==> src/rtl/apple1_io_pkg.sv <==
// Shared definitions for the Apple-1 PIA replacement: register offsets,
// character constants and the host keystroke translation.
package apple1_io_pkg;

  typedef enum logic [1:0] {
    REG_KBD   = 2'd0,
    REG_KBDCR = 2'd1,
    REG_DSP   = 2'd2,
    REG_DSPCR = 2'd3
  } reg_off_e;

  localparam logic [7:0] CHAR_LF = 8'h0A;
  localparam logic [7:0] CHAR_CR = 8'h0D;

  // The Apple-1 monitor expects CR line endings and upper-case letters only.
  function automatic logic [6:0] translate_key(input logic [7:0] c,
                                               input logic       lf_to_cr,
                                               input logic       upcase);
    if (lf_to_cr && c == CHAR_LF)
      return CHAR_CR[6:0];
    else if (upcase && c >= 8'h61 && c <= 8'h7A)
      return c[6:0] - 7'h20;
    else
      return c[6:0];
  endfunction

endpackage

==> src/rtl/io_fifo.sv <==
// Synchronous FIFO with occupancy count; a pop frees a slot for a push in
// the same cycle, but an empty FIFO cannot bypass a push straight to pop.
module io_fifo #(
  parameter int WIDTH = 7,
  parameter int DEPTH = 16,
  localparam int AW = $clog2(DEPTH)
) (
  input  logic             clk,
  input  logic             reset_n,
  input  logic             push,
  input  logic [WIDTH-1:0] wr_data,
  input  logic             pop,
  output logic [WIDTH-1:0] rd_data,
  output logic             full,
  output logic             empty,
  output logic [AW:0]      count
);

  logic [WIDTH-1:0] mem_q [DEPTH];
  logic [AW-1:0]    rd_ptr_q, wr_ptr_q;
  logic [AW:0]      count_q;
  logic             do_push, do_pop;

  assign empty   = (count_q == '0);
  assign full    = (count_q == (AW+1)'(DEPTH));
  assign count   = count_q;
  assign rd_data = mem_q[rd_ptr_q];

  assign do_pop  = pop && !empty;
  assign do_push = push && (!full || do_pop);

  // NOTE: sequential state uses non-blocking assignments so every register
  // samples the pre-edge value of its neighbours, regardless of block order.
  always_ff @(posedge clk) begin
    if (!reset_n) begin
      rd_ptr_q <= '0;
      wr_ptr_q <= '0;
      count_q  <= '0;
    end else begin
      if (do_push) wr_ptr_q <= wr_ptr_q + 1'b1;
      if (do_pop)  rd_ptr_q <= rd_ptr_q + 1'b1;
      case ({do_push, do_pop})
        2'b10:   count_q <= count_q + (AW+1)'(1);
        2'b01:   count_q <= count_q - (AW+1)'(1);
        default: count_q <= count_q;
      endcase
    end
  end

  // NOTE: storage is deliberately not reset; the count makes stale entries
  // unreachable, and leaving it unreset lets the array map onto plain RAM.
  always_ff @(posedge clk) begin
    if (do_push) mem_q[wr_ptr_q] <= wr_data;
  end

endmodule

==> src/rtl/apple1_pia_io.sv <==
// Apple-1 style PIA window (KBD/KBDCR/DSP/DSPCR) bridging the CPU bus to
// buffered host keyboard and display character streams.
module apple1_pia_io
  import apple1_io_pkg::*;
#(
  parameter logic [15:0] BASE_ADDR = 16'hD010,
  parameter int          KBD_DEPTH = 16,
  parameter int          DSP_DEPTH = 16,
  parameter int          LF_TO_CR  = 1,
  parameter int          UPCASE    = 1
) (
  input  logic        clk,
  input  logic        reset_n,
  input  logic [15:0] cpu_addr,
  input  logic [7:0]  cpu_wdata,
  input  logic        cpu_rd,
  input  logic        cpu_wr,
  output logic [7:0]  cpu_rdata,
  input  logic [7:0]  kbd_data,
  input  logic        kbd_valid,
  output logic        kbd_ready,
  output logic [6:0]  dsp_data,
  output logic        dsp_valid,
  input  logic        dsp_ready,
  output logic        dsp_overflow
);

  localparam int KAW = $clog2(KBD_DEPTH);
  localparam int DAW = $clog2(DSP_DEPTH);

  logic       sel, rd_en, wr_en;
  reg_off_e   reg_off;
  logic       kbd_push, kbd_pop, kbd_full, kbd_empty;
  logic       dsp_push, dsp_pop, dsp_full, dsp_empty, dsp_drop;
  logic [6:0] kbd_head;
  logic [KAW:0] kbd_count;
  logic [DAW:0] dsp_count;
  logic       unused_counts;

  logic [7:0] rdata_d, rdata_q;
  logic [6:0] last_key_q;
  logic [7:0] dspcr_q;
  logic       overflow_q;

  assign sel     = (cpu_addr[15:2] == BASE_ADDR[15:2]);
  assign rd_en   = sel && cpu_rd && !cpu_wr;
  assign wr_en   = sel && cpu_wr;
  assign reg_off = reg_off_e'(cpu_addr[1:0]);

  assign kbd_ready = reset_n && !kbd_full;
  assign kbd_push  = kbd_valid && kbd_ready;
  assign kbd_pop   = rd_en && (reg_off == REG_KBD);

  assign dsp_valid = reset_n && !dsp_empty;
  assign dsp_pop   = dsp_valid && dsp_ready;
  assign dsp_push  = wr_en && (reg_off == REG_DSP);
  // A write into a full FIFO still lands if the display drains a slot that cycle.
  assign dsp_drop  = dsp_push && dsp_full && !dsp_pop;

  assign unused_counts = ^{kbd_count, dsp_count};

  io_fifo #(.WIDTH(7), .DEPTH(KBD_DEPTH)) u_kbd_fifo (
    .clk     (clk),
    .reset_n (reset_n),
    .push    (kbd_push),
    .wr_data (translate_key(kbd_data, LF_TO_CR != 0, UPCASE != 0)),
    .pop     (kbd_pop),
    .rd_data (kbd_head),
    .full    (kbd_full),
    .empty   (kbd_empty),
    .count   (kbd_count)
  );

  io_fifo #(.WIDTH(7), .DEPTH(DSP_DEPTH)) u_dsp_fifo (
    .clk     (clk),
    .reset_n (reset_n),
    .push    (dsp_push),
    .wr_data (cpu_wdata[6:0]),
    .pop     (dsp_pop),
    .rd_data (dsp_data),
    .full    (dsp_full),
    .empty   (dsp_empty),
    .count   (dsp_count)
  );

  // NOTE: every combinational output gets a default first so no path through
  // the case can leave it unassigned and infer a latch.
  always_comb begin
    rdata_d = 8'h00;
    if (rd_en) begin
      case (reg_off)
        REG_KBD:   rdata_d = kbd_empty ? {1'b0, last_key_q} : {1'b1, kbd_head};
        REG_KBDCR: rdata_d = {!kbd_empty, 7'b0};
        REG_DSP:   rdata_d = {dsp_full, 7'b0};
        REG_DSPCR: rdata_d = dspcr_q;
        default:   rdata_d = 8'h00;
      endcase
    end
  end

  always_ff @(posedge clk) begin
    if (!reset_n) begin
      rdata_q    <= 8'h00;
      last_key_q <= 7'h00;
      dspcr_q    <= 8'h00;
      overflow_q <= 1'b0;
    end else begin
      rdata_q <= rdata_d;
      if (kbd_pop && !kbd_empty) last_key_q <= kbd_head;
      if (wr_en && reg_off == REG_DSPCR) dspcr_q <= cpu_wdata;
      if (dsp_drop)
        overflow_q <= 1'b1;
      else if (wr_en && reg_off == REG_DSPCR)
        overflow_q <= 1'b0;
    end
  end

  assign cpu_rdata    = rdata_q;
  assign dsp_overflow = overflow_q;

endmodule
==> config.mk <==
export PLATFORM = sky130hd
export DESIGN_NAME = apple1_pia_io
export DESIGN_NICKNAME = d
export VERILOG_FILES = /design/src/rtl/apple1_io_pkg.sv /design/src/rtl/io_fifo.sv /design/src/rtl/apple1_pia_io.sv
export SDC_FILE = /design/constraint.sdc
export NUM_CORES = 1
export LEC_CHECK = 0
export ABC_AREA = 1
export BUFFER_PORTS_ARGS = -buffer_cell sky130_fd_sc_hd__buf_4
export CORE_UTILIZATION = 40
export DETAILED_ROUTE_END_ITERATION = 6
export PLACE_DENSITY = 0.66
export SKIP_LAST_GASP = 1
export SLEW_MARGIN = 20
export SYNTH_ARGS = -nofsm -noshare
export SYNTH_HDL_FRONTEND = slang
export SYNTH_SLANG_ARGS = --single-unit
==> constraint.sdc <==
create_clock -name clk -period 2.7 [get_ports clk]
set_input_delay 0.135 -clock clk [delete_from_list [all_inputs] [get_ports clk]]
set_output_delay 0.135 -clock clk [all_outputs]
set_load 0.02 [all_outputs]
==> impl_metrics.csv, run 1 <==
group,metric,value,unit
pwr,p_leak,5.65,nW
placed_design,dpl_cell_area,0.0132,mm²
setup_path,crit_chain,"inv_1 -> nand2_1 -> nor3_4 -> buf_4 -> o211ai_4 -> nand3_4 -> ha_4 -> inv_1 -> fa_1 -> inv_1 -> nand2_1 -> nand2_1 -> a21oi_2 -> nand2_1 -> nand2_1 -> o21ai_0 -> nor2_1",
pwr,vdd_drop_max,0.501,mV
global_routing,first_global_vias,8049,
sta,hold_violations,0,
route,drt_wl_total,27200,µm
sta,final-setup-viol-count,0,
sta,whs,0.0577,ns
setup_path,start_kind,"flip-flop",
route,vias,8482,
global_routing,grt_pass1_wl,42600,µm
yosys,postSynthCellCount,1194,
sta,min_period,2.47,ns
route,drc,0,
clock_network,cts_max_path_buffers,3,
sta,skew,0.0207,ns
setup_path,path_delay_family,"simple AND/OR/NAND/NOR gates",
yosys,postSynthAreaPerCell,10.3,µm²
placed_design,dp_slack,0.213,ns
clock_network,cts_tree,"yes",
layout,fillCellCount,2686,
placed_design,gp_congestion,0.786,
setup_path,worstSetupPathType,"flip-flop to flip-flop",
clock_network,clock_sinks,282,
global_routing,grt_max_degree,85,
die,die_w,178,µm
setup_path,worstRegToRegCells,17,
yosys,yosys_register_bits,282,
global_routing,grt.overflow.total,0,
setup_path,crit_buf_inv,4,
hold_path,whs_path_depth,4,
sta,maxSlewViolCount,0,
pwr,p_total,0.00908,W
die,core_region_area,0.0300,mm²
global_routing,grt_usage,0.173,
clock_network,clk_latency,0.56,ns
setup_path,r2r_end,"u_dsp_fifo.count[4]",
die,start_util,0.411,
clock_network,clk_pin_slew,0.06,ns
sta,finalSetupTns,0,ns
layout,fin_nets,1333,
die,die_area,0.0316,mm²
placed_design,portBuffers,55,
yosys,yosysUniqueCellTypes,39,
setup_path,cp_max_fo,6,
clock_network,cts_buffers,29,
sta,fmax,404,MHz
setup_path,crit_top_cell,"nand2_1",
route,viasPerCell,5.02,
sta,finalCritPeriodShare,0.917,
pwr,p_per_area,630,mW/mm²
layout,area_delta_synth_final,16.9,%
clock_network,clockRootBuffer,"clkbuf_16",
setup_path,critical-path-max-stage-delay,0.42,ns
layout,postLayoutCellArea,0.0144,mm²
yosys,synth-seq-area-share,0.639,
setup_path,crit_start,"u_dsp_fifo.count[1]",
job,drv_cap,0,
placed_design,dp_hpwl,17500,µm
route,drt_iter0_markers,686,
die,num_rows,63,
run_status,outcome,"finished clean",
setup_path,critical_path_cell_count,17,
layout,drive_gt1_frac,0.131,
setup_path,worst-endpoint-arrival,2.92,ns
route,wl_per_cell,16.1,µm
setup_path,critPathCapture,"u_dsp_fifo.count[4]",
sta,worst_slack,0.225,ns
global_routing,antenna_found_initial,0,
setup_path,r2r_slack,0.23,ns
sta,worst_slew_pin_slew,0.728,ns
setup_path,r2r_start,"u_dsp_fifo.count[1]",
clock_network,cts_htree_levels,1,
setup_path,crit_path_end_kind,"flip-flop",
setup_path,cp_slowest_cell,"fa_1",
layout,num_antenna_cells,0,
hold_path,worstHoldPathType,"primary input to flip-flop",
setup_path,crit_required,3.15,ns
yosys,syn-num-nets,1251,
route,dr.pass1.iters,6,
yosys,synth_area,0.0123,mm²
sta,slew-limit-headroom,0.513,
die,die_h,178,µm
route,ant_nets,0,
yosys,synth_warnings,0,
die,design.portCount,56,
[routing by layer]
layer	global-route usage	vias to the layer above	routed length [µm]
li1	-	4181	-
met1	0.226	4066	11800
met2	0.298	182	13400
met3	0.0238	53	1170
met4	0.0509	0	752
met5	0	-	0
[power breakdown]
part	switching (W)	internal, W
Sequential	0.00000928	0.00470
Clock	0.00168	0.00241
Combinational	0.000185	0.000101
Total	0.00188	0.00721
[how the worst min path moves through the flow]
stage | startpoint | end | slack (ns)
finish | cpu_addr[1] | cpu_rdata[7] | 0.06
global route | cpu_addr[1] | cpu_rdata[7] | 0.06
CTS | dsp_ready | u_dsp_fifo.rd_ptr_q[1] | 0.007
detailed placement | cpu_wdata[7] | dspcr_q[7] | 0.46
global placement | cpu_wdata[7] | dspcr_q[7] | 0.45
floorplan | cpu_wdata[0] | u_dsp_fifo.mem_q[0][0] | 0.23
[state kept, by name, indices dropped and copies added (netlist names), 5 cells and up, named ones only]
register,cells
u_kbd_fifo.mem_q,112
u_kbd_fifo.count,5
last_key_q,7
cpu_rdata,8
dspcr_q,8
u_dsp_fifo.mem_q,112
u_dsp_fifo.count,5
[cells in the final DEF, fill, tap and decap left out, types with 2 or more instances in the layout]
| cell type | netlist | final |
|---|---|---|
| nand2_2 | 5 | 5 |
| o21ai_0 | 44 | 44 |
| dfxtp_1 | 58 | 56 |
| clkinv_1 | 2 | 4 |
| nand3_1 | 102 | 102 |
| clkbuf_16 | 0 | 34 |
| nand3_4 | 2 | 2 |
| nand2_1 | 256 | 256 |
| nand2_4 | 3 | 3 |
| dlygate4sd3_1 | 0 | 14 |
| nor2_1 | 100 | 100 |
| edfxtp_1 | 224 | 224 |
| o21ai_1 | 20 | 20 |
| buf_4 | 8 | 85 |
| clkbuf_1 | 19 | 2 |
| dfxtp_2 | 0 | 2 |
| nor2_2 | 5 | 5 |
| nor3_1 | 5 | 5 |
| clkinvlp_4 | 0 | 6 |
| inv_1 | 139 | 139 |
| inv_2 | 9 | 9 |
| clkinv_2 | 0 | 6 |
| a21oi_1 | 64 | 63 |
| ha_1 | 18 | 17 |
| nand4_1 | 9 | 9 |
| clkbuf_8 | 0 | 2 |
| mux2i_1 | 28 | 28 |
| o211ai_1 | 28 | 28 |
| xnor2_1 | 3 | 3 |
| xor2_1 | 9 | 9 |
[repair_timing]
item,CTS,global route
hold buffers,14,0
buffers inserted,0,1
endpoints found under the hold margin,172,0
gates resized for setup,0,5
setup endpoints to repair,0,1
[synth_stat cells (all sizes together)]
| library cell | count | area share |
|---|---|---|
| o21bai | 1 | 0.00061 |
| a22oi | 1 | 0.00061 |
| buf | 30 | 0.014 |
| mux2i | 28 | 0.023 |
| clkbuf | 19 | 0.0058 |
| nand4 | 10 | 0.0056 |
| inv | 148 | 0.045 |
| nand3 | 104 | 0.044 |
| o21ai | 64 | 0.026 |
| nand3b | 1 | 0.00061 |
| ha | 18 | 0.018 |
| o211ai | 29 | 0.018 |
| edfxtp | 224 | 0.54 |
| xnor2 | 3 | 0.0021 |
| a21oi | 64 | 0.026 |
| nor2 | 107 | 0.035 |
| a21o | 1 | 0.00061 |
| xor2 | 9 | 0.0064 |
| nor3 | 6 | 0.0028 |
| dfxtp | 58 | 0.094 |
| nand2 | 264 | 0.083 |
| nor4 | 1 | 0.00051 |
| fa | 1 | 0.0016 |
| clkinv | 3 | 0.0013 |
[metrics by stage]
stage          std cells   util
6_report            1689  0.480
5_1_grt             1689  0.480
4_1_cts             1688  0.479
3_5_place_dp        1620  0.441
3_3_place_gp        1620  0.441
2_1_floorplan       1194      -
[worst reg2reg max path: stages (launching register included)]
cell,delay (ns)
dfxtp_1,0.33
inv_1,0.10
nand2_1,0.10
nor3_4,0.21
buf_4,0.15
o211ai_4,0.10
nand3_4,0.14
ha_4,0.17
inv_1,0.08
fa_1,0.42
inv_1,0.07
nand2_1,0.05
nand2_1,0.07
a21oi_2,0.06
nand2_1,0.08
nand2_1,0.05
o21ai_0,0.14
nor2_1,0.05
[layout make-up]
cell class / count / area [µm²] / share of cell area
clock buffers: 38 / 886 / 0.0614
clock inverters: 16 / 121 / 0.00841
inverters: 151 / 572 / 0.0396
multi-input cells: 712 / 3670 / 0.255
flip-flops and latches: 282 / 7890 / 0.547
well taps: 390 / 488 / 0.0338
repair buffers: 100 / 798 / 0.0553
[logic make-up after synthesis]
group / after synthesis / share of synthesized area
AOI/OAI and AO/OA: 160 / 0.0718
muxes: 28 / 0.0227
buffers and inverters: 200 / 0.0658
and+or+nand+nor: 493 / 0.172
DFF: 282 / 0.639
adders and majority gates: 19 / 0.0199
xor gates and xnor gates: 12 / 0.00852
Note: power is estimated with default switching activity, not from simulation.
==> inputs of run 2 (changes only) <==
- CORE_ASPECT_RATIO: not set -> 1.2
==> impl_metrics.csv, run 2 (same netlist as run 1, synthesis figures left out) <==
group,metric,value,unit
run_status,outcome,"finished clean",
placed_design,gp_congestion,0.842,
setup_path,path_delay_family,"simple AND/OR/NAND/NOR gates",
setup_path,cp_slowest_cell,"fa_1",
die,core_region_area,0.0304,mm²
route,wl_per_cell,16.1,µm
sta,worst_slack,0.291,ns
layout,layout_commonest_cell,"nand2_1",
sta,skew,0.0182,ns
placed_design,dp_slack,0.201,ns
clock_network,clk_latency,0.55,ns
pwr,p_per_area,631,mW/mm²
setup_path,critical-path-max-stage-delay,0.41,ns
sta,min_period,2.41,ns
clock_network,cts_buffers,29,
clock_network,clockRootBuffer,"clkbuf_16",
placed_design,portBuffers,55,
layout,layout_common_cells,"nand2_1 (256), edfxtp_1 (224), inv_1 (138), nand3_1 (102), nor2_1 (100)",
layout,area_delta_synth_final,16.5,%
sta,fmax,415,MHz
route,drc,0,
route,ant_nets,0,
setup_path,start_kind,"flip-flop",
global_routing,grt_max_degree,85,
setup_path,crit_path_end_kind,"flip-flop",
sta,maxSlewViolCount,0,
clock_network,clk_pin_slew,0.06,ns
pwr,vdd_drop_max,0.537,mV
setup_path,cp_max_fo,6,
layout,drive_gt1_frac,0.126,
setup_path,crit_chain,"inv_1 -> nand2_1 -> nor3_4 -> o211ai_2 -> nand3_4 -> ha_2 -> inv_2 -> fa_1 -> inv_1 -> nand2_1 -> nand2_1 -> a21oi_1 -> nand2_1 -> nand2_1 -> o21ai_0 -> nor2_1",
clock_network,clock_sinks,282,
clock_network,cts_max_path_buffers,3,
global_routing,grt_usage,0.174,
clock_network,cts_htree_levels,1,
sta,slew-limit-headroom,0.547,
setup_path,worstSetupPathType,"flip-flop to flip-flop",
placed_design,dp_hpwl,18200,µm
layout,fin_nets,1330,
pwr,p_leak,5.62,nW
layout,fin_util,0.473,
placed_design,numPlacedInstances,1623,
job,drv_cap,0,
die,die_h,194,µm
die,start_util,0.406,
die,num_rows,70,
setup_path,worst-endpoint-arrival,2.85,ns
route,drt_wl_total,27200,µm
route,vias,8504,
setup_path,crit_required,3.14,ns
sta,finalCritPeriodShare,0.892,
pwr,p_total,0.00908,W
global_routing,grt_pass1_wl,43000,µm
layout,num_antenna_cells,0,
route,viasPerCell,5.03,
route,dr.pass1.iters,5,
global_routing,antenna_found_initial,0,
clock_network,cts_setup_buffers,0,
global_routing,grt.overflow.total,0,
setup_path,crit_top_cell,"nand2_1",
hold_path,worstHoldPathType,"primary input to flip-flop",
sta,rsz0062_at_grt,"false",
layout,top_regs,"u_dsp_fifo.mem_q (112), u_kbd_fifo.mem_q (112)",
sta,final-setup-viol-count,0,
layout,fin_cells,1691,
setup_path,crit_buf_inv,3,
clock_network,cts_tree,"yes",
route,drt_iter0_markers,502,
sta,hold_violations,0,
sta,worst_slew_pin_slew,0.678,ns
die,die_area,0.0316,mm²
sta,finalSetupTns,0,ns
die,die_w,162,µm
die,design.portCount,56,
global_routing,first_global_vias,8263,
## run 2: changes by cell type in the layout (fill, tap and decap cells not counted), moves of 2 or more
cell / before / now
inv_6: 1 / 3
clkbuf_16: 34 / 30
clkinv_1: 4 / 6
buf_4: 85 / 81
clkinvlp_4: 6 / 3
bufinv_16: 1 / 4
## run 2: cell type report
class	instances	area, µm²
inverter	151	572
clock buffer	33	772
sequential	282	7890
clock inverter	20	218
tap	396	495
timing repair buffer	97	778
multi-input combinational	712	3650
fill	2744	16000
## run 2: path summary, 6_finish.rpt
| check | endpoint | slack [ns] | start | cells past startpoint |
|---|---|---|---|---|
| setup / recovery | u_dsp_fifo.count[4] | 0.29 | u_dsp_fifo.count[1] | 16 |
| hold / removal | cpu_rdata[7] | 0.04 | cpu_addr[1] | 4 |
| setup reg to reg | u_dsp_fifo.count[4] | 0.29 | u_dsp_fifo.count[1] | 16 |
| hold reg to reg | cpu_rdata[6] | 0.47 | dspcr_q[6] | 2 |
## run 2: worst reg2reg max path, cell delays in order (launching register included)
cell      delay [ns]
dfxtp_1         0.33
inv_1           0.09
nand2_1         0.10
nor3_4          0.16
o211ai_2        0.20
nand3_4         0.16
ha_2            0.25
inv_2           0.07
fa_1            0.41
inv_1           0.07
nand2_1         0.04
nand2_1         0.05
a21oi_1         0.07
nand2_1         0.08
nand2_1         0.05
o21ai_0         0.13
nor2_1          0.05
## run 2: what timing repair did
item	in CTS	in global routing
hold endpoints to repair	179	0
resized for setup	0	3
endpoints found under the setup margin	0	1
hold buffers	15	0
## run 2: per-layer routing
| metal | wire, µm | vias up | GRT usage |
|---|---|---|---|
| li1 | - | 4175 | - |
| met1 | 10700 | 4003 | 0.206 |
| met2 | 13800 | 261 | 0.309 |
| met3 | 1580 | 65 | 0.0277 |
| met4 | 1070 | 0 | 0.0741 |
| met5 | 0 | - | 0 |
## run 2: metrics by stage
stage          cell area [µm²]  hold WS, ns
4_1_cts                  14400       0.0269
3_3_place_gp             13200        0.421
3_5_place_dp             13200        0.421
6_report                 14400       0.0404
5_1_grt                  14400       0.0368
2_1_floorplan            12300        0.234
## run 2: report_power, final
group | switching (W) | internal [W]
Sequential | 0.00000927 | 0.00470
Combinational | 0.000186 | 0.0000996
Clock | 0.00164 | 0.00244
==> inputs of run 3 (changes only) <==
--- a/config.mk
+++ b/config.mk
@@ -8,5 +8,5 @@
 export ABC_AREA = 1
 export BUFFER_PORTS_ARGS = -buffer_cell sky130_fd_sc_hd__buf_4
-export CORE_ASPECT_RATIO = 1.2
+export CORE_ASPECT_RATIO = 1.25
 export CORE_UTILIZATION = 40
 export DETAILED_ROUTE_END_ITERATION = 6
==> constraint.sdc (replaced) <==
create_clock -name clk -period 2.7 [get_ports clk]
set_input_delay 0 -clock clk [delete_from_list [all_inputs] [get_ports clk]]
set_output_delay 0 -clock clk [all_outputs]
set_load 0.1 [all_outputs]
==> impl_metrics.csv, run 3 (same netlist as run 1, synthesis figures left out) <==
group,metric,value,unit
run_status,outcome,"finished clean",
route,dr.pass1.iters,5,
layout,postLayoutCellArea,0.0143,mm²
job,drv_cap,0,
layout,fin_nets,1330,
layout,fillCellCount,2782,
clock_network,cts_tree,"yes",
layout,layout_commonest_cell,"nand2_1",
pwr,p_leak,5.60,nW
layout,ff_latch_area,0.00789,mm²
die,num_rows,71,
placed_design,dp_hpwl,17900,µm
sta,whs,0.0330,ns
global_routing,grt_pass1_wl,42900,µm
layout,top_regs,"u_dsp_fifo.mem_q (112), u_kbd_fifo.mem_q (112)",
sta,finalSetupTns,0,ns
clock_network,cts_buffers,29,
die,die_area,0.0316,mm²
setup_path,cp_max_fo,5,
global_routing,grt.overflow.total,0,
route,viasPerCell,4.94,
route,vias,8370,
layout,layout_common_cells,"nand2_1 (256), edfxtp_1 (224), inv_1 (138), nand3_1 (102), nor2_1 (100)",
sta,finalCritPeriodShare,0.935,
route,wl_per_cell,15.8,µm
placed_design,dpl_cell_area,0.0132,mm²
sta,hold_violations,0,
clock_network,clk_latency,0.54,ns
pwr,vdd_drop_max,0.570,mV
route,drc,0,
clock_network,cts_htree_levels,1,
layout,num_antenna_cells,0,
layout,multiInputGateArea,0.00366,mm²
layout,drive_gt1_frac,0.122,
route,ant_nets,0,
layout,area_delta_synth_final,16.2,%
setup_path,worstSetupPathType,"flip-flop to flip-flop",
placed_design,portBuffers,55,
clock_network,clock_sinks,282,
sta,min_period,2.52,ns
die,die_w,159,µm
setup_path,crit_path_end_kind,"flip-flop",
setup_path,r2r_start,"u_dsp_fifo.count[0]",
hold_path,worstHoldPathType,"primary input to flip-flop",
route,drt_wl_total,26800,µm
setup_path,start_kind,"flip-flop",
clock_network,clk_pin_slew,0.06,ns
sta,worst_slew_pin_slew,0.758,ns
clock_network,cts_max_path_buffers,3,
global_routing,first_global_vias,8410,
global_routing,grt_max_degree,53,
clock_network,cts_setup_buffers,0,
sta,maxSlewViolCount,0,
pwr,p_per_area,617,mW/mm²
setup_path,crit_required,3.12,ns
setup_path,worst-endpoint-arrival,2.95,ns
placed_design,gp_congestion,0.855,
sta,slew-limit-headroom,0.493,
sta,final-setup-viol-count,0,
global_routing,antenna_found_initial,0,
global_routing,grt_usage,0.172,
die,core_region_area,0.0302,mm²
die,start_util,0.409,
clock_network,clockRootBuffer,"clkbuf_16",
die,die_h,198,µm
sta,fmax,396,MHz
hold_path,min_from,"kbd_data[1]",
die,design.portCount,56,
sta,skew,0.0153,ns
setup_path,crit_start,"u_dsp_fifo.count[0]",
route,drt_iter0_markers,508,
sta,rsz0062_at_grt,"false",
==> run 3: cell count changes in the layout (fill, tap and decap cells not counted), sizes merged <==
cell / delta
bufinv: -3
clkbuf: +6
clkinv: +1
inv: -2
buf: -6
clkinvlp: -2
dlygate4sd3: +6
==> run 3: stage by stage <==
step | util | setup WS, ns | cells | total power (W)
floorplan | - | 0.0885 | 1194 | 0.00493
global placement | 0.437 | 0.250 | 1622 | 0.00506
detailed placement | 0.437 | 0.213 | 1622 | 0.00507
CTS | 0.475 | 0.190 | 1696 | 0.00892
global route | 0.475 | 0.0140 | 1696 | 0.00913
finish | 0.475 | 0.176 | 1696 | 0.00885
==> run 3: final cells by class <==
cell class / count / area share
inverters: 151 / 0.0398
well taps: 401 / 0.0350
clock buffers: 39 / 0.0582
clock inverters: 14 / 0.00680
flip-flops and latches: 282 / 0.550
repair buffers: 97 / 0.0553
multi-input cells: 712 / 0.255
==> run 3: worst max-delay path, stage by stage (launching register included) <==
cell           delay, ns
dfxtp_1             0.34
inv_2               0.08
nand2_1             0.09
nor3_4              0.22
nand2_1             0.07
nand2_1             0.07
inv_2               0.04
nand2_1             0.06
buf_4               0.14
o21ai_1             0.06
nand2_1             0.06
dlygate4sd3_1       0.56
nor2_1              0.04
dlygate4sd3_1       0.57
==> run 3: power by group <==
part           switching, W  internal [W]  total, W
Clock               0.00160       0.00225   0.00385
Combinational      0.000190      0.000104  0.000294
Sequential       0.00000913       0.00470   0.00471
==> run 3: what timing repair did <==
action | 4_1_cts | 5_1_grt
setup endpoints to repair | 0 | 3
hold endpoints to repair | 191 | 0
gates resized for setup | 0 | 6
hold buffers | 21 | 0
==> run 3: layer usage <==
metal | global-route usage | up-vias | share of wire | wire, µm
met5 | 0 | - | 0 | 0
li1 | - | 4174 | - | -
met2 | 0.314 | 251 | 0.50 | 13300
met3 | 0.0265 | 61 | 0.052 | 1390
met1 | 0.197 | 3884 | 0.41 | 10900
met4 | 0.0851 | 0 | 0.045 | 1200
==> run 3: path summary, 6_finish.rpt <==
| kind | to | slack, ns | depth (start not counted) |
|---|---|---|---|
| min reg2reg | dspcr_q[6] | 0.49 | 2 |
| max | u_dsp_fifo.rd_ptr_q[2] | 0.18 | 13 |
| max reg2reg | u_dsp_fifo.rd_ptr_q[2] | 0.18 | 13 |
| min | u_kbd_fifo.mem_q[3][1] | 0.03 | 4 |
